===== config.mk =====
export PLATFORM = sky130hd
export DESIGN_NAME = tmds_decoder
export DESIGN_NICKNAME = d
export VERILOG_FILES = /design/src/rtl/tmds_pkg.sv /design/src/rtl/tmds_word_decode.sv /design/src/rtl/tmds_decoder.sv
export SDC_FILE = /design/constraint.sdc
export NUM_CORES = 1
export LEC_CHECK = 0
export ABC_AREA = 1
export CORE_MARGIN = 2
export CORE_UTILIZATION = 35
export DETAILED_ROUTE_END_ITERATION = 8
export GPL_TIMING_DRIVEN = 1
export PLACE_DENSITY = 0.56
export SETUP_SLACK_MARGIN = 0.02
export SLEW_MARGIN = 30
export SYNTH_ARGS = -nofsm -noshare
export SYNTH_HDL_FRONTEND = slang
export SYNTH_SLANG_ARGS = --single-unit

===== constraint.sdc =====
create_clock -name clk_i -period 2.1 [get_ports clk_i]
set_clock_uncertainty 0.15 [all_clocks]
set_input_delay 0.21 -clock clk_i [delete_from_list [all_inputs] [get_ports clk_i]]
set_output_delay 0.21 -clock clk_i [all_outputs]
set_load 0.02 [all_outputs]

===== src/rtl/tmds_pkg.sv =====
// Shared TMDS definitions: control-token code words and the receiver alignment FSM encoding.
package tmds_pkg;

  localparam int unsigned WORD_W  = 10;
  localparam int unsigned BYTE_W  = 8;
  localparam int unsigned STATE_W = 2;

  // Control tokens indexed by {C1,C0}
  localparam logic [WORD_W-1:0] CTRL_TOKEN_00 = 10'b1101010100;
  localparam logic [WORD_W-1:0] CTRL_TOKEN_01 = 10'b0010101011;
  localparam logic [WORD_W-1:0] CTRL_TOKEN_10 = 10'b0101010100;
  localparam logic [WORD_W-1:0] CTRL_TOKEN_11 = 10'b1010101011;

  localparam logic [STATE_W-1:0] ST_SEARCH = 2'd0;
  localparam logic [STATE_W-1:0] ST_SLIP   = 2'd1;
  localparam logic [STATE_W-1:0] ST_WAIT   = 2'd2;
  localparam logic [STATE_W-1:0] ST_LOCKED = 2'd3;

endpackage


===== src/rtl/tmds_word_decode.sv =====
// Combinational TMDS word classifier: control-token detection and 8b data recovery.
module tmds_word_decode
  import tmds_pkg::*;
(
  input  logic [WORD_W-1:0] word,
  output logic              is_ctrl_c,
  output logic [1:0]        ctrl_c,
  output logic [BYTE_W-1:0] data_c
);

  logic [BYTE_W-1:0] q;

  always_comb begin
    is_ctrl_c = 1'b1;
    ctrl_c    = 2'b00;
    case (word)
      CTRL_TOKEN_00: ctrl_c = 2'b00;
      CTRL_TOKEN_01: ctrl_c = 2'b01;
      CTRL_TOKEN_10: ctrl_c = 2'b10;
      CTRL_TOKEN_11: ctrl_c = 2'b11;
      default:       is_ctrl_c = 1'b0;
    endcase
  end

  // Undo the optional inversion, then the XOR/XNOR transition chain
  always_comb begin
    q      = word[9] ? ~word[7:0] : word[7:0];
    data_c = '0;
    data_c[0] = q[0];
    for (int i = 1; i < BYTE_W; i++) begin
      data_c[i] = word[8] ? (q[i] ^ q[i-1]) : ~(q[i] ^ q[i-1]);
    end
  end

endmodule


===== src/rtl/tmds_decoder.sv =====
// TMDS channel receiver: word-boundary alignment via bitslip plus registered pixel/control decode.
module tmds_decoder
  import tmds_pkg::*;
#(
  parameter int unsigned TOKEN_RUN  = 8,
  parameter int unsigned SEARCH_LEN = 2048,
  parameter int unsigned SLIP_WAIT  = 16
) (
  input  logic                clk_i,
  input  logic                rst_n_i,
  input  logic [WORD_W-1:0]   data_i,
  output logic                bitslip_o,
  output logic                aligned_o,
  output logic                de_o,
  output logic [BYTE_W-1:0]   data_o,
  output logic [1:0]          ctrl_o
);

  localparam int unsigned RUN_W  = $clog2(TOKEN_RUN) + 1;
  localparam int unsigned WIN_W  = $clog2(SEARCH_LEN) + 1;
  localparam int unsigned WAIT_W = $clog2(SLIP_WAIT) + 1;

  localparam logic [RUN_W-1:0]  RUN_LIMIT = RUN_W'(TOKEN_RUN);
  localparam logic [WIN_W-1:0]  WIN_MAX   = WIN_W'(SEARCH_LEN - 1);
  localparam logic [WAIT_W-1:0] WAIT_MAX  = WAIT_W'(SLIP_WAIT - 1);

  logic                is_ctrl_c;
  logic [1:0]          dec_ctrl_c;
  logic [BYTE_W-1:0]   dec_data_c;

  logic [STATE_W-1:0]  state, state_nxt;
  logic [RUN_W-1:0]    run_cnt, run_nxt;
  logic [WIN_W-1:0]    win_cnt, win_nxt;
  logic [WIN_W-1:0]    loss_cnt, loss_nxt;
  logic [WAIT_W-1:0]   wait_cnt, wait_nxt;
  logic                de_nxt;
  logic [BYTE_W-1:0]   data_nxt;
  logic [1:0]          ctrl_nxt;

  tmds_word_decode u_word_decode (
    .word      (data_i),
    .is_ctrl_c (is_ctrl_c),
    .ctrl_c    (dec_ctrl_c),
    .data_c    (dec_data_c)
  );

  // Alignment FSM and counters, next-state
  always_comb begin
    state_nxt = state;
    run_nxt   = run_cnt;
    win_nxt   = win_cnt;
    loss_nxt  = loss_cnt;
    wait_nxt  = wait_cnt;

    case (state)
      ST_SEARCH: begin
        if (!is_ctrl_c) begin
          run_nxt = '0;
        end else if (run_cnt != RUN_LIMIT) begin
          run_nxt = run_cnt + RUN_W'(1);
        end
        if (win_cnt != WIN_MAX) begin
          win_nxt = win_cnt + WIN_W'(1);
        end
        // A completed token run wins over window expiry
        if (run_nxt == RUN_LIMIT) begin
          state_nxt = ST_LOCKED;
          run_nxt   = '0;
          win_nxt   = '0;
          loss_nxt  = '0;
        end else if (win_cnt == WIN_MAX) begin
          state_nxt = ST_SLIP;
          run_nxt   = '0;
          win_nxt   = '0;
        end
      end
      ST_SLIP: begin
        state_nxt = ST_WAIT;
        wait_nxt  = '0;
      end
      ST_WAIT: begin
        if (wait_cnt == WAIT_MAX) begin
          state_nxt = ST_SEARCH;
          wait_nxt  = '0;
          run_nxt   = '0;
          win_nxt   = '0;
        end else begin
          wait_nxt = wait_cnt + WAIT_W'(1);
        end
      end
      ST_LOCKED: begin
        if (is_ctrl_c) begin
          loss_nxt = '0;
        end else if (loss_cnt == WIN_MAX) begin
          state_nxt = ST_SEARCH;
          loss_nxt  = '0;
          run_nxt   = '0;
          win_nxt   = '0;
        end else begin
          loss_nxt = loss_cnt + WIN_W'(1);
        end
      end
      default: begin
        state_nxt = ST_SEARCH;
        run_nxt   = '0;
        win_nxt   = '0;
        loss_nxt  = '0;
        wait_nxt  = '0;
      end
    endcase

    de_nxt   = aligned_o && !is_ctrl_c;
    data_nxt = de_nxt ? dec_data_c : data_o;
    ctrl_nxt = is_ctrl_c ? dec_ctrl_c : ctrl_o;
  end

  // State, counters and registered outputs
  always_ff @(posedge clk_i or negedge rst_n_i) begin
    if (!rst_n_i) begin
      state     <= ST_SEARCH;
      run_cnt   <= '0;
      win_cnt   <= '0;
      loss_cnt  <= '0;
      wait_cnt  <= '0;
      bitslip_o <= 1'b0;
      aligned_o <= 1'b0;
      de_o      <= 1'b0;
      data_o    <= '0;
      ctrl_o    <= 2'b00;
    end else begin
      state     <= state_nxt;
      run_cnt   <= run_nxt;
      win_cnt   <= win_nxt;
      loss_cnt  <= loss_nxt;
      wait_cnt  <= wait_nxt;
      bitslip_o <= (state_nxt == ST_SLIP);
      aligned_o <= (state_nxt == ST_LOCKED);
      de_o      <= de_nxt;
      data_o    <= data_nxt;
      ctrl_o    <= ctrl_nxt;
    end
  end

endmodule


==> summary.txt, run 1 <==
Synth
  – Mapped Cells: 410
  – Leading area contributor after synthesis: dfrtp_1
  – Synth top cells by count: nand2_1, dfrtp_1, inv_1, nand3_1, nor2_1
  – Post-synthesis async set-or-reset flop share: 1.00
  – Register area share after synthesis: 0.390
  – Number of distinct library cells after synthesis: 36
  – Cell Area, Synth: 0.00308 mm^2
  – Leading post-synthesis cells by cell area: dfrtp_1, nand2_1, inv_1
  – Syn Area/Cell: 7.52 um^2
  – Yosys warning total: 0
  – Yosys reg bits: 48
  – Yosys top cell area share: 0.390
  – Most common cell in the netlist: nand2_1
  – Most used DFF post-synth: dfrtp_1
  – Syn_nets: 432
  – Post-synth EDFFs: 0

Floorplan
  – Number of core rows: 34
  – Die Y: 97.9 um
  – Core Region: 0.00864 mm^2
  – IO Pins: 25
  – Initial Util: 0.357
  – Die X: 97.9 um
  – Die area: 0.00958 mm^2

STA
  – Final setup viols: 0
  – Worst Tran Pin Value: 466 ps
  – FMAX: 510 MHz
  – Final Max Tran Viols: 0
  – Period Utilization, post-route: 0.935
  – Fin crit period: 1960 ps
  – Rel. slew slack: 0.689
  – Setup ws final: 137 ps
  – Final hold violations: 0
  – RSZ-0062 raised after global routing: yes

Drt
  – DRC violations left: 0
  – Avg WL per Cell: 11.9 um
  – WL met1: 3220 um
  – DRT iter0 DRCs: 127
  – Vias: 2657
  – TritonRoute pass-1 iters: 6
  – Routed wl met3: 277 um
  – Antenna-violating nets left: 0
  – Vias per std cell: 4.73
  – Routed WL: 6680 um
  – WL met2: 3070 um
  – Top layer in use: met4

Cells and area
  – Layout cells sized above 1: 0.148
  – Nets@finish: 475
  – Finished Layout Cells: 562
  – Fillers: 844
  – ANT cells: 0
  – Synth-to-Final Area Change: 20.5%

Setup path
  – Worst R2R End: bitslip_o
  – Crit path from: run_cnt[0]
  – Critical path capture point type: flop
  – Worst-path maximum fanout: 5
  – WP data required: 2160 ps
  – Critical path arrival: 2030 ps
  – Reg2reg start: run_cnt[0]
  – Critical path type: reg -> reg
  – R2r setup slk: 140 ps
  – Critical path capture point: bitslip_o
  – Startpoint Class: flop
  – Worst reg2reg path depth: 12

Clocking
  – Worst-path clk slew: 100 ps
  – Clk buf depth: 2
  – Clk_lat worst skew: 310 ps
  – Clock sink count: 48
  – CTS buffer count: 5
  – TritonCTS clock tree: built
  – Clock Tree Root: clkbuf_8
  – H-tree Lvls: 2

Place
  – Place WS: 13.2 ps
  – DP HPWL: 4950 um
  – Placed Cells: 552
  – IO Port Bufs: 24
  – Gpl congestion: 0.829

Global routing
  – First-pass GRT wire length: 12000 um
  – Gr ovfl total: 0
  – Initial antenna violation count: 0
  – Pin count of the biggest net entering global routing: 31
  – Number of global-route vias before repair: 2630
  – Gr usage total: 0.151

Run
  – Max-cap violations: 0

Pwr
  – Static Leakage: 1.90 nW
  – Total power: 1.76 mW
  – PD cells: 475 mW/mm^2
  – Maximum vdd ir drop: 0.307 mV

Hold path
  – Min-delay worst type: in -> async

Status
  – Outcome: complete, no violations
report_power, final:
group,internal (mW),switching [mW],leakage [nW],total [mW]
clock,0.390,0.332,0.0614,0.722
combinational,0.0526,0.0597,1.21,0.112
sequential,0.927,0.00282,0.624,0.930
registers in the layout, summed over array words and instances, names as in the netlist:
register / cells
bitslip_o: 1
ctrl_o: 2
wait_cnt: 5
state: 2
de_o: 1
data_o: 8
run_cnt: 4
win_cnt: 12
aligned_o: 1
loss_cnt: 12
critical path, stage by stage, from the launching register on:
cell and delay, ps:
dfrtp_1 430, inv_2 80, ha_1 160, nand3_1 110, nand3_1 130, nand2_1 80
nor2_2 160, nand3_4 120, buf_4 170, nand3_1 60, nand2_1 90, nand2_1 70
inv_1 40
metal layers:
metal	global-route usage	vias up
li1	-	1378
met2	0.252	41
met1	0.194	1228
met5	0	-
met4	0.0491	0
met3	0.0358	10
how the worst min path moves through the flow:
stage	start	slack [ps]	endpoint
2_1_floorplan	rst_n_i	-240	aligned_o
3_3_place_gp	rst_n_i	50	win_cnt[3]
3_5_place_dp	rst_n_i	50	win_cnt[3]
4_1_cts	rst_n_i	240	win_cnt[3]
5_1_grt	rst_n_i	290	win_cnt[7]
6_report	rst_n_i	230	win_cnt[3]
layout by cell type (no fill, tap or decap), types with 2 or more instances in the layout:
cell type | Yosys | layout
nand3_4 | 2 | 2
nand3_2 | 3 | 3
clkdlybuf4s50_1 | 0 | 23
nand4_1 | 8 | 8
nor2_2 | 8 | 8
nand3_1 | 30 | 30
nor3_1 | 11 | 11
nor2_1 | 27 | 26
o21bai_2 | 2 | 2
ha_1 | 10 | 10
inv_2 | 6 | 7
xor2_1 | 12 | 12
o21ai_1 | 6 | 6
buf_12 | 0 | 2
clkbuf_8 | 0 | 6
nand3b_1 | 3 | 3
buf_4 | 0 | 17
o21bai_1 | 2 | 2
xnor2_1 | 8 | 8
inv_1 | 48 | 47
o21ai_0 | 20 | 20
o21ai_4 | 1 | 2
nand2_2 | 5 | 7
nand2_4 | 2 | 2
a21oi_1 | 4 | 4
nand2_1 | 124 | 122
dfrtp_1 | 48 | 48
nor2_4 | 2 | 3
cells by family after synthesis:
| group | share of synthesized area |
|---|---|
| AND/OR/NAND/NOR | 0.348 |
| AO/OA/AOI/OAI | 0.0787 |
| adder cells (fa/ha/maj) | 0.0406 |
| buffers and inverters | 0.0860 |
| flip-flops | 0.390 |
| XOR/XNOR | 0.0568 |
cell type report:
cell class	count	area, um^2	share of cell area
flip-flops and latches	48	1200	0.323
multi-input cells	299	1640	0.441
well taps	108	135	0.0364
clock inverters	2	38.8	0.0104
clock buffers	6	82.6	0.0222
repair buffers	44	413	0.111
inverters	55	206	0.0556
through the flow:
step	area, um^2	setup TNS, ps	hold WS, ps	utilization
detailed placement	3550	0	46.7	0.412
global placement	3550	0	47.2	0.412
finish	3710	0	227	0.430
global route	3710	-6.29	292	0.430
floorplan	3080	0	-236	-
CTS	3690	0	244	0.427
what timing repair did:
item | in CTS | in global routing
endpoints found under the setup margin | 0 | 23
hold endpoints to repair | 18 | 0
buffers inserted | 0 | 1
hold buffers | 1 | 0
resized for setup | 0 | 6
Power figures use the tool's default switching activity.
==> run 2, diff against run 1 <==
SKIP_CTS_REPAIR_TIMING = 1   (was unset)
==> summary.txt, run 2 (same netlist as run 1, synthesis figures left out) <==
Floorplan
  – Number of core rows: 34 (unchanged)
  – IO Pins: 25 (unchanged)
  – Die X: 97.9 um (unchanged)
  – Initial Util: 0.357 (unchanged)
  – Core Region: 0.00864 mm^2 (unchanged)
  – Die area: 0.00958 mm^2 (unchanged)
  – Die Y: 97.9 um (unchanged)

Setup path
  – R2r setup slk: 140 ps (about the same)
  – Critical path type: reg -> reg (unchanged)
  – Critical path capture point type: flop (unchanged)
  – WP data required: 2160 ps (about the same)
  – Worst-path maximum fanout: 5 (unchanged)
  – Startpoint Class: flop (unchanged)
  – CP cell instances: inv_2 -> ha_1 -> nand3_1 -> nand3_1 -> nand2_1 -> nor2_2 -> nand3_4 -> buf_4 -> nand3_1 -> nand2_1 -> nand2_1 -> inv_1 (unchanged)
  – Slowest-stage cell, CP: dfrtp_1 (unchanged)
  – Critical path arrival: 2030 ps (about the same)
  – CP max stage delay: 430 ps (about the same)

Place
  – IO Port Bufs: 24 (unchanged)
  – DP HPWL: 4950 um (unchanged)
  – Gpl congestion: 0.829 (unchanged)

Global routing
  – First-pass GRT wire length: 12000 um (about the same)
  – Gr usage total: 0.151 (about the same)
  – Pin count of the biggest net entering global routing: 31 (unchanged)
  – Gr ovfl total: 0 (unchanged)
  – Initial antenna violation count: 0 (unchanged)
  – Number of global-route vias before repair: 2627 (was 2630)

Hold path
  – Min-delay worst type: in -> async (unchanged)

STA
  – Final Max Tran Viols: 0 (unchanged)
  – Final hold violations: 0 (unchanged)
  – RSZ-0062 raised after global routing: yes (unchanged)
  – FMAX: 510 MHz (about the same)
  – Period Utilization, post-route: 0.934 (was 0.935)
  – Worst Tran Pin Value: 466 ps (about the same)
  – Fin crit period: 1960 ps (about the same)
  – Setup TNS: 0 ps (unchanged)
  – Final setup viols: 0 (unchanged)
  – Rel. slew slack: 0.689 (about the same)

Clocking
  – Worst-path clk slew: 100 ps (about the same)
  – Clk buf depth: 2 (unchanged)
  – Clock sink count: 48 (unchanged)
  – TritonCTS clock tree: built (unchanged)
  – CTS buffer count: 5 (unchanged)
  – Clock Tree Root: clkbuf_8 (unchanged)
  – H-tree Lvls: 2 (unchanged)
  – Clk_lat worst skew: 310 ps (about the same)

Drt
  – DRC violations left: 0 (unchanged)
  – TritonRoute pass-1 iters: 6 (unchanged)
  – Avg WL per Cell: 11.8 um (was 11.9 um)
  – DRT iter0 DRCs: 139 (was 127)
  – Antenna-violating nets left: 0 (unchanged)
  – Routed WL: 6650 um (was 6680 um)
  – Vias per std cell: 4.73 (about the same)
  – Vias: 2656 (was 2657)

Pwr
  – Static Leakage: 1.90 nW (unchanged)
  – PD cells: 475 mW/mm^2 (about the same)
  – Total power: 1.77 mW (was 1.76 mW)
  – Maximum vdd ir drop: 0.307 mV (about the same)

Cells and area
  – Fillers: 845 (was 844)
  – Synth-to-Final Area Change: 20.5% (unchanged)
  – Commonest non-fill, non-tap cells in the layout: nand2_1, dfrtp_1, inv_1, nand3_1, nor2_1 (unchanged)
  – ANT cells: 0 (unchanged)
  – Layout cells sized above 1: 0.148 (unchanged)
  – Commonest non-fill, non-tap cell in the layout: nand2_1 (unchanged)
  – Nets@finish: 475 (unchanged)
  – Biggest regs: loss_cnt (12), win_cnt (12), data_o (8) (unchanged)

Run
  – Max-cap violations: 0 (unchanged)

Status
  – Outcome: complete, no violations (unchanged)
-- run 2: cell counts in the layout (fill, tap and decap cells not counted) --
Identical to the previous run, type by type.
-- run 2: worst paths after layout --
path	startpoint	end	depth (start not counted)
worst min-delay path	rst_n_i	win_cnt[3]	2
worst min register to register	data_o[4]	data_o[4]	2
worst max-delay path	run_cnt[0]	bitslip_o	12
worst max register to register	run_cnt[0]	bitslip_o	12
min in group clk_i	data_o[4]	data_o[4]	2
max in group asynchronous	rst_n_i	loss_cnt[0]	3
-- run 2: final cells by class --
cell class              instances  area [um^2]  area share
clock buffers                   6         82.6      0.0222
clock inverters                 2         38.8      0.0104
inverters                      55          206      0.0556
multi-input cells             299         1640       0.441
flip-flops and latches         48         1200       0.323
well taps                     108          135      0.0364
repair buffers                 44          413       0.111
-- run 2: worst max-delay path, delay by kind of cell (launching register included) --
kind / cells / cell delay, ps
fa+ha+maj: 1 / 160
buf+inv: 3 / 290
simple gates: 8 / 820
flops: 1 / 430
-- run 2: per-stage QoR --
stage / cells / utilization / worst slack, ps / hold WS (ps) / instance area [um^2]
after floorplan: 410 / - / 297 / -236 / 3080
after global placement: 552 / 0.412 / 18.6 / 47.2 / 3550
after detailed placement: 552 / 0.412 / 13.2 / 46.7 / 3550
after CTS: 560 / 0.426 / 72.5 / -300 / 3680
after global routing: 562 / 0.430 / -6.29 / 292 / 3710
final: 562 / 0.430 / 138 / 228 / 3710
-- run 2: metal layers --
metal	routed length, um	up-vias	track usage
li1	-	1380	-
met3	306	11	0.0358
met4	110	0	0.0491
met1	3200	1216	0.194
met5	0	-	0
met2	3040	49	0.252
-- run 2: report_power, final --
part,switching [mW],leakage [nW],internal (mW),total (mW)
Combinational,0.0597,1.21,0.0526,0.112
Sequential,0.00283,0.624,0.927,0.930
Clock,0.333,0.0614,0.390,0.723
Total,0.395,1.90,1.37,1.77
